===== src/rtl/countdown_if.sv =====
// Request/feedback bundle between the button front-end, the countdown
// sequencer and the down counter it drives.
interface countdown_if #(
    parameter int N = 6
);
    logic         i_start;
    logic         i_pause;
    logic         i_reload;
    logic [N-1:0] i_count_value;
    logic         o_cnt_en;
    logic         o_cnt_load;
    logic [N-1:0] o_load_value;
    logic         o_expired;
    logic [1:0]   o_state;

    modport master (
        output i_start, i_pause, i_reload, i_count_value,
        input  o_cnt_en, o_cnt_load, o_load_value, o_expired, o_state
    );

    modport slave (
        input  i_start, i_pause, i_reload, i_count_value,
        output o_cnt_en, o_cnt_load, o_load_value, o_expired, o_state
    );
endinterface


===== src/rtl/countdown_sequencer.sv =====
// Countdown timer controller: prescales the clock into count enables and
// sequences start/pause/reload button requests for an external down counter.
module countdown_sequencer #(
    parameter int N        = 6,
    parameter int CLK_HZ   = 50_000_000,
    parameter int TICK_HZ  = 1,
    parameter int LOAD_VAL = 40
) (
    input  logic        i_clk,
    input  logic        i_rst_n,
    countdown_if.slave  bus
);
    localparam int DIV = CLK_HZ / TICK_HZ;
    localparam int PW  = (DIV > 1) ? $clog2(DIV) : 1;
    localparam logic [PW-1:0] PRESC_LAST = PW'(DIV - 1);

    localparam logic [1:0] S_IDLE    = 2'b00;
    localparam logic [1:0] S_RUN     = 2'b01;
    localparam logic [1:0] S_PAUSE   = 2'b10;
    localparam logic [1:0] S_EXPIRED = 2'b11;

    logic [1:0]    r_state;
    logic [1:0]    w_state_next;
    logic [PW-1:0] r_presc;
    logic [PW-1:0] w_presc_next;
    logic          r_prev_start;
    logic          r_prev_pause;
    logic          r_prev_reload;
    logic          r_cnt_en;
    logic          w_cnt_en_next;
    logic          r_cnt_load;
    logic          w_cnt_load_next;

    logic w_ev_start;
    logic w_ev_pause;
    logic w_ev_reload;
    logic w_zero;

    assign w_ev_start  = bus.i_start  & ~r_prev_start;
    assign w_ev_pause  = bus.i_pause  & ~r_prev_pause;
    assign w_ev_reload = bus.i_reload & ~r_prev_reload;
    assign w_zero      = (bus.i_count_value == '0);

    always_comb begin
        w_state_next    = r_state;
        w_presc_next    = r_presc;
        w_cnt_en_next   = 1'b0;
        w_cnt_load_next = 1'b0;
        // Reload wins in every state; it also parks the prescaler at zero.
        if (w_ev_reload) begin
            w_state_next    = S_IDLE;
            w_presc_next    = '0;
            w_cnt_load_next = 1'b1;
        end else begin
            case (r_state)
                S_IDLE: begin
                    if (w_ev_start) begin
                        w_state_next = S_RUN;
                        w_presc_next = '0;
                    end
                end
                S_RUN: begin
                    if (w_ev_pause) begin
                        w_state_next = S_PAUSE;
                    end else if (w_zero) begin
                        // Stop before the counter could ever wrap below zero.
                        w_state_next = S_EXPIRED;
                    end else if (r_presc == PRESC_LAST) begin
                        w_presc_next  = '0;
                        w_cnt_en_next = 1'b1;
                    end else begin
                        w_presc_next = r_presc + 1'b1;
                    end
                end
                S_PAUSE: begin
                    if (w_ev_start) begin
                        w_state_next = S_RUN;
                    end
                end
                default: begin
                end
            endcase
        end
    end

    always_ff @(posedge i_clk or negedge i_rst_n) begin
        if (!i_rst_n) begin
            r_state       <= S_IDLE;
            r_presc       <= '0;
            r_prev_start  <= 1'b0;
            r_prev_pause  <= 1'b0;
            r_prev_reload <= 1'b0;
            r_cnt_en      <= 1'b0;
            r_cnt_load    <= 1'b0;
        end else begin
            r_state       <= w_state_next;
            r_presc       <= w_presc_next;
            r_prev_start  <= bus.i_start;
            r_prev_pause  <= bus.i_pause;
            r_prev_reload <= bus.i_reload;
            r_cnt_en      <= w_cnt_en_next;
            r_cnt_load    <= w_cnt_load_next;
        end
    end

    assign bus.o_cnt_en     = r_cnt_en;
    assign bus.o_cnt_load   = r_cnt_load;
    assign bus.o_load_value = N'(LOAD_VAL);
    assign bus.o_expired    = (r_state == S_EXPIRED);
    assign bus.o_state      = r_state;
endmodule


===== src/flat_wrapper.sv =====
// flat-port wrapper written by rule: the top's interface ports become plain ports
module countdown_sequencer_flat 
#(
    parameter int N        = 6,
    parameter int CLK_HZ   = 50_000_000,
    parameter int TICK_HZ  = 1,
    parameter int LOAD_VAL = 40
)
  (i_clk, i_rst_n, bus_i_start, bus_i_pause, bus_i_reload, bus_i_count_value, bus_o_cnt_en, bus_o_cnt_load, bus_o_load_value, bus_o_expired, bus_o_state);
  countdown_if #(.N(N)) bus_i ();
  input  logic i_clk;
  input  logic i_rst_n;
  input wire logic [$bits(bus_i.i_start)-1:0] bus_i_start;
  input wire logic [$bits(bus_i.i_pause)-1:0] bus_i_pause;
  input wire logic [$bits(bus_i.i_reload)-1:0] bus_i_reload;
  input wire logic [$bits(bus_i.i_count_value)-1:0] bus_i_count_value;
  output wire logic [$bits(bus_i.o_cnt_en)-1:0] bus_o_cnt_en;
  output wire logic [$bits(bus_i.o_cnt_load)-1:0] bus_o_cnt_load;
  output wire logic [$bits(bus_i.o_load_value)-1:0] bus_o_load_value;
  output wire logic [$bits(bus_i.o_expired)-1:0] bus_o_expired;
  output wire logic [$bits(bus_i.o_state)-1:0] bus_o_state;
  assign bus_i.i_start = bus_i_start;
  assign bus_i.i_pause = bus_i_pause;
  assign bus_i.i_reload = bus_i_reload;
  assign bus_i.i_count_value = bus_i_count_value;
  assign bus_o_cnt_en = bus_i.o_cnt_en;
  assign bus_o_cnt_load = bus_i.o_cnt_load;
  assign bus_o_load_value = bus_i.o_load_value;
  assign bus_o_expired = bus_i.o_expired;
  assign bus_o_state = bus_i.o_state;
  countdown_sequencer #(.N(N), .CLK_HZ(CLK_HZ), .TICK_HZ(TICK_HZ), .LOAD_VAL(LOAD_VAL)) u_core (.i_clk(i_clk), .i_rst_n(i_rst_n), .bus(bus_i));
endmodule

===== config.mk =====
export PLATFORM = sky130hd
export DESIGN_NAME = countdown_sequencer_flat
export DESIGN_NICKNAME = d
export VERILOG_FILES = /design/src/rtl/countdown_if.sv /design/src/rtl/countdown_sequencer.sv /design/src/flat_wrapper.sv
export SDC_FILE = /design/constraint.sdc
export NUM_CORES = 1
export LEC_CHECK = 0
export CORE_MARGIN = 1
export CORE_UTILIZATION = 45
export CTS_CLUSTER_SIZE = 40
export DETAILED_ROUTE_END_ITERATION = 6
export HOLD_SLACK_MARGIN = 0.02
export PLACE_DENSITY = 0.68
export REMOVE_ABC_BUFFERS = 1
export SLEW_MARGIN = 20
export SYNTH_ARGS = -nofsm -noshare
export SYNTH_HDL_FRONTEND = slang
export SYNTH_SLANG_ARGS = --single-unit

===== constraint.sdc =====
create_clock -name i_clk -period 4.6 [get_ports i_clk]
set_input_delay 0.46 -clock i_clk [delete_from_list [all_inputs] [get_ports i_clk]]
set_output_delay 0.46 -clock i_clk [all_outputs]
set_load 0.02 [all_outputs]

==> reports/metrics.json <==
{
  "outcome": {"value": "completed"},
  "place.detailed.hpwl": {"value": 2.73, "unit": "mm"},
  "cts_inserted_buffers": {"value": 5},
  "comb_power_share": {"value": 16.2, "unit": "%"},
  "netlist_top_cells_count": {"value": "sky130_fd_sc_hd__dfrtp_1, sky130_fd_sc_hd__nand2_1, sky130_fd_sc_hd__a21oi_1, sky130_fd_sc_hd__a31oi_1"},
  "later_pin_clock_latency_in_the_skew_report": {"value": 290, "unit": "ps"},
  "postSynthCellCount": {"value": 202},
  "crit_path_end_kind": {"value": "flop"},
  "drt_first_iter_violations": {"value": 99},
  "syn-cell-area": {"value": 0.00190, "unit": "sq mm"},
  "timing.critical_path.required": {"value": 4780, "unit": "ps"},
  "slew-limit-headroom": {"value": 49.2, "unit": "%"},
  "setup_tns": {"value": 0, "unit": "ps"},
  "reg_power_share": {"value": 43.6, "unit": "%"},
  "report.final.slew_viol_count": {"value": 0},
  "cts.path.max_buffers": {"value": 2},
  "drt-pass1-iter-count": {"value": 4},
  "post-cts-setup-buffer-count": {"value": 0},
  "worst_hold_path_type": {"value": "reg -> reg"},
  "antenna_cells": {"value": 0},
  "via_per_inst": {"value": 5.93},
  "layout-area-overhead-vs-synth": {"value": 12.9, "unit": "%"},
  "grt_antenna_before_repair": {"value": 0},
  "drtAntennaViolNets": {"value": 0},
  "ctsHtreeMaxLevel": {"value": 2},
  "cts_repair_resize_count": {"value": 0},
  "max_cap_violations": {"value": 0},
  "clock-root-buffer": {"value": "sky130_fd_sc_hd__clkbuf_8"},
  "synth_enable_flop_cells": {"value": 0},
  "clk_pin_slew": {"value": 70, "unit": "ps"},
  "timing_hold_violations_final": {"value": 0},
  "cts_hold_buffers": {"value": 0},
  "clockPowerShare": {"value": 40.2, "unit": "%"},
  "final_net_count": {"value": 226},
  "postSynthRegisterBits": {"value": 33},
  "netlist.top_cell.by_area": {"value": "sky130_fd_sc_hd__dfrtp_1"},
  "synth.lib_cells_used.distinct": {"value": 48},
  "route.detailed.drc": {"value": 0},
  "criticalPathCategory": {"value": "in -> reg"},
  "yosys_most_used_dff": {"value": "sky130_fd_sc_hd__dfrtp_1"},
  "synthTopCellsByArea": {"value": "sky130_fd_sc_hd__dfrtp_1, sky130_fd_sc_hd__a31oi_1, sky130_fd_sc_hd__nand2_1"},
  "cp_max_fo": {"value": 20},
  "final-setup-viol-count": {"value": 0},
  "vdd_drop_max": {"value": 145, "unit": "uV"},
  "die-area": {"value": 0.00448, "unit": "sq mm"},
  "period_minus_slack": {"value": 2460, "unit": "ps"},
  "share_of_final_layout_standard_cells_stronger_than_drive_strength_1": {"value": 9.77, "unit": "%"},
  "async_flop_share": {"value": 100, "unit": "%"},
  "p_int": {"value": 0.515, "unit": "mW"},
  "groute.usage.overall": {"value": 20.8, "unit": "%"},
  "numClockSinks": {"value": 33},
  "cp-start-kind": {"value": "input port"},
  "rsz0062_at_grt": {"value": "false"},
  "switching_power": {"value": 0.198, "unit": "mW"},
  "finalClockSkew": {"value": 7.56, "unit": "ps"},
  "crit_arrival": {"value": 2650, "unit": "ps"},
  "die_height": {"value": 66.9, "unit": "um"},
  "power.static_leakage": {"value": 0.826, "unit": "nW"},
  "start_util": {"value": 47.1, "unit": "%"},
  "grt_start_max_net_pins": {"value": 34},
  "netSwitchingFraction": {"value": 27.8, "unit": "%"},
  "routed-via-count": {"value": 1571},
  "io-pin-count": {"value": 22},
  "drt_wl_total": {"value": 4.03, "unit": "mm"},
  "yosysTopAreaCellShare": {"value": 43.5, "unit": "%"},
  "drt-wirelength-per-cell": {"value": 15.2, "unit": "um"},
  "cts_tree": {"value": "yes"},
  "die_x_extent": {"value": 66.9, "unit": "um"},
  "grt_first_pass_wirelength": {"value": 6.88, "unit": "mm"},
  "pwr_density_cell": {"value": 333, "unit": "mW/mm^2"},
  "first_global_vias": {"value": 1446},
  "gp_congestion": {"value": 0.778},
  "core_area": {"value": 0.00403, "unit": "sq mm"},
  "ys_seq_area_share": {"value": 43.5, "unit": "%"},
  "global_route.overflow_total": {"value": 0},
  "avgSynthCellArea": {"value": 9.39, "unit": "sq um"},
  "port_buffers": {"value": 15},
  "synth_most_common_cell": {"value": "sky130_fd_sc_hd__dfrtp_1"},
  "worst_hold_slack": {"value": 470, "unit": "ps"},
  "core.rowCount": {"value": 23},
  "timing.final.crit_share": {"value": 53.6, "unit": "%"},
  "fmaxAchievable": {"value": 0.406, "unit": "GHz"},
  "yosys_warnings": {"value": 0},
  "worst-slew-pin-transition": {"value": 760, "unit": "ps"}
}
-- flip-flops by register name (all words and copies together) (netlist names) --
signal                 cells
u_core.bus.o_cnt_en        1
u_core.bus.o_cnt_load      1
u_core.bus.o_state         2
u_core.r_presc            26
u_core.r_prev_pause        1
u_core.r_prev_reload       1
u_core.r_prev_start        1
-- worst paths after layout --
check                                                from                               to  slack [ps]  cells after the start
max                                          bus_i_reload   u_core.r_presc[18]$_DFFE_PN0P_        2140                      6
min in group asynchronous                         i_rst_n   u_core.r_presc[23]$_DFFE_PN0P_         570                      2
max in group asynchronous                         i_rst_n    u_core.r_presc[0]$_DFFE_PN0P_        3710                      2
min                        u_core.r_prev_reload$_DFF_PN0_  u_core.bus.o_cnt_load$_DFF_PN0_         470                      1
min reg2reg                u_core.r_prev_reload$_DFF_PN0_  u_core.bus.o_cnt_load$_DFF_PN0_         470                      1
max reg2reg                u_core.r_prev_reload$_DFF_PN0_   u_core.r_presc[18]$_DFFE_PN0P_        2440                      5
-- power groups by stage --
stage / registers, mW / clock network (mW) / logic (mW)
2_1_floorplan: 0.318 / 0 / 0.0696
3_3_place_gp: 0.316 / 0 / 0.114
3_5_place_dp: 0.316 / 0 / 0.116
4_1_cts: 0.311 / 0.290 / 0.116
5_1_grt: 0.313 / 0.304 / 0.130
6_report: 0.311 / 0.287 / 0.115
-- logic make-up after synthesis --
family          Yosys count  synth area share, %
mux                       2                 1.06
fa+ha+maj                 1                0.660
flops                    33                 43.5
xor+xnor                  1                0.462
buf+inv                  20                 6.60
other cells               2                0.396
compound gates           58                 20.6
simple gates             85                 26.7
-- through the flow --
stage	util (%)	cells	power [mW]	area (sq um)	setup slack [ps]
finish	53.2	265	0.713	2140	2140
global route	53.2	265	0.746	2140	1970
CTS	53.2	265	0.717	2140	2160
detailed placement	50.3	257	0.432	2030	1860
global placement	50.3	257	0.430	2030	1950
floorplan	-	191	0.388	1810	2620
-- worst max-delay path: stages --
cell and delay, ps:
sky130_fd_sc_hd__clkdlybuf4s50_1 470, sky130_fd_sc_hd__nor2b_1 340, sky130_fd_sc_hd__nand2b_2 280, sky130_fd_sc_hd__o21a_1 590
sky130_fd_sc_hd__nand2_1 150, sky130_fd_sc_hd__o41ai_1 360
-- routing by layer --
metal  vias to the layer above  global-route usage [%]  share of wire, %
met4                         0                    10.4               1.6
met3                         6                    3.77               2.8
li1                        777                       -                 -
met5                         -                       0                 0
met2                        27                    31.1                46
met1                       761                    28.5                50
-- layout by cell type (no fill, tap or decap), types with 2 or more instances in the layout --
cell,Yosys,routed
sky130_fd_sc_hd__a21oi_1,14,14
sky130_fd_sc_hd__a31oi_1,13,13
sky130_fd_sc_hd__a41oi_1,2,2
sky130_fd_sc_hd__and3_1,5,5
sky130_fd_sc_hd__and4_1,4,4
sky130_fd_sc_hd__clkbuf_8,0,6
sky130_fd_sc_hd__clkdlybuf4s50_1,0,15
sky130_fd_sc_hd__conb_1,2,6
sky130_fd_sc_hd__dfrtp_1,33,33
sky130_fd_sc_hd__inv_1,5,5
sky130_fd_sc_hd__mux2i_1,2,2
sky130_fd_sc_hd__nand2_1,20,20
sky130_fd_sc_hd__nand2b_1,3,3
sky130_fd_sc_hd__nand3_1,11,11
sky130_fd_sc_hd__nand4_1,7,7
sky130_fd_sc_hd__nor2_1,11,11
sky130_fd_sc_hd__nor2b_1,2,2
sky130_fd_sc_hd__nor4_1,2,2
sky130_fd_sc_hd__o21a_1,2,2
sky130_fd_sc_hd__o21ai_0,5,5
sky130_fd_sc_hd__o21ai_1,4,4
sky130_fd_sc_hd__o31ai_1,9,9
sky130_fd_sc_hd__or3_1,2,2
sky130_fd_sc_hd__or4_1,6,6
sky130_fd_sc_hd__or4_4,2,2
-- area by class of cell --
type	count	area, sq um
Inverter	5	18.8
Multi-Input combinational cell	153	961
Tap cell	50	62.6
Sequential cell	33	826
Clock buffer	7	86.3
Clock inverter	1	30.0
Timing Repair Buffer	16	158
Fill cell	375	1890
Note: power is estimated with default switching activity, not from simulation.
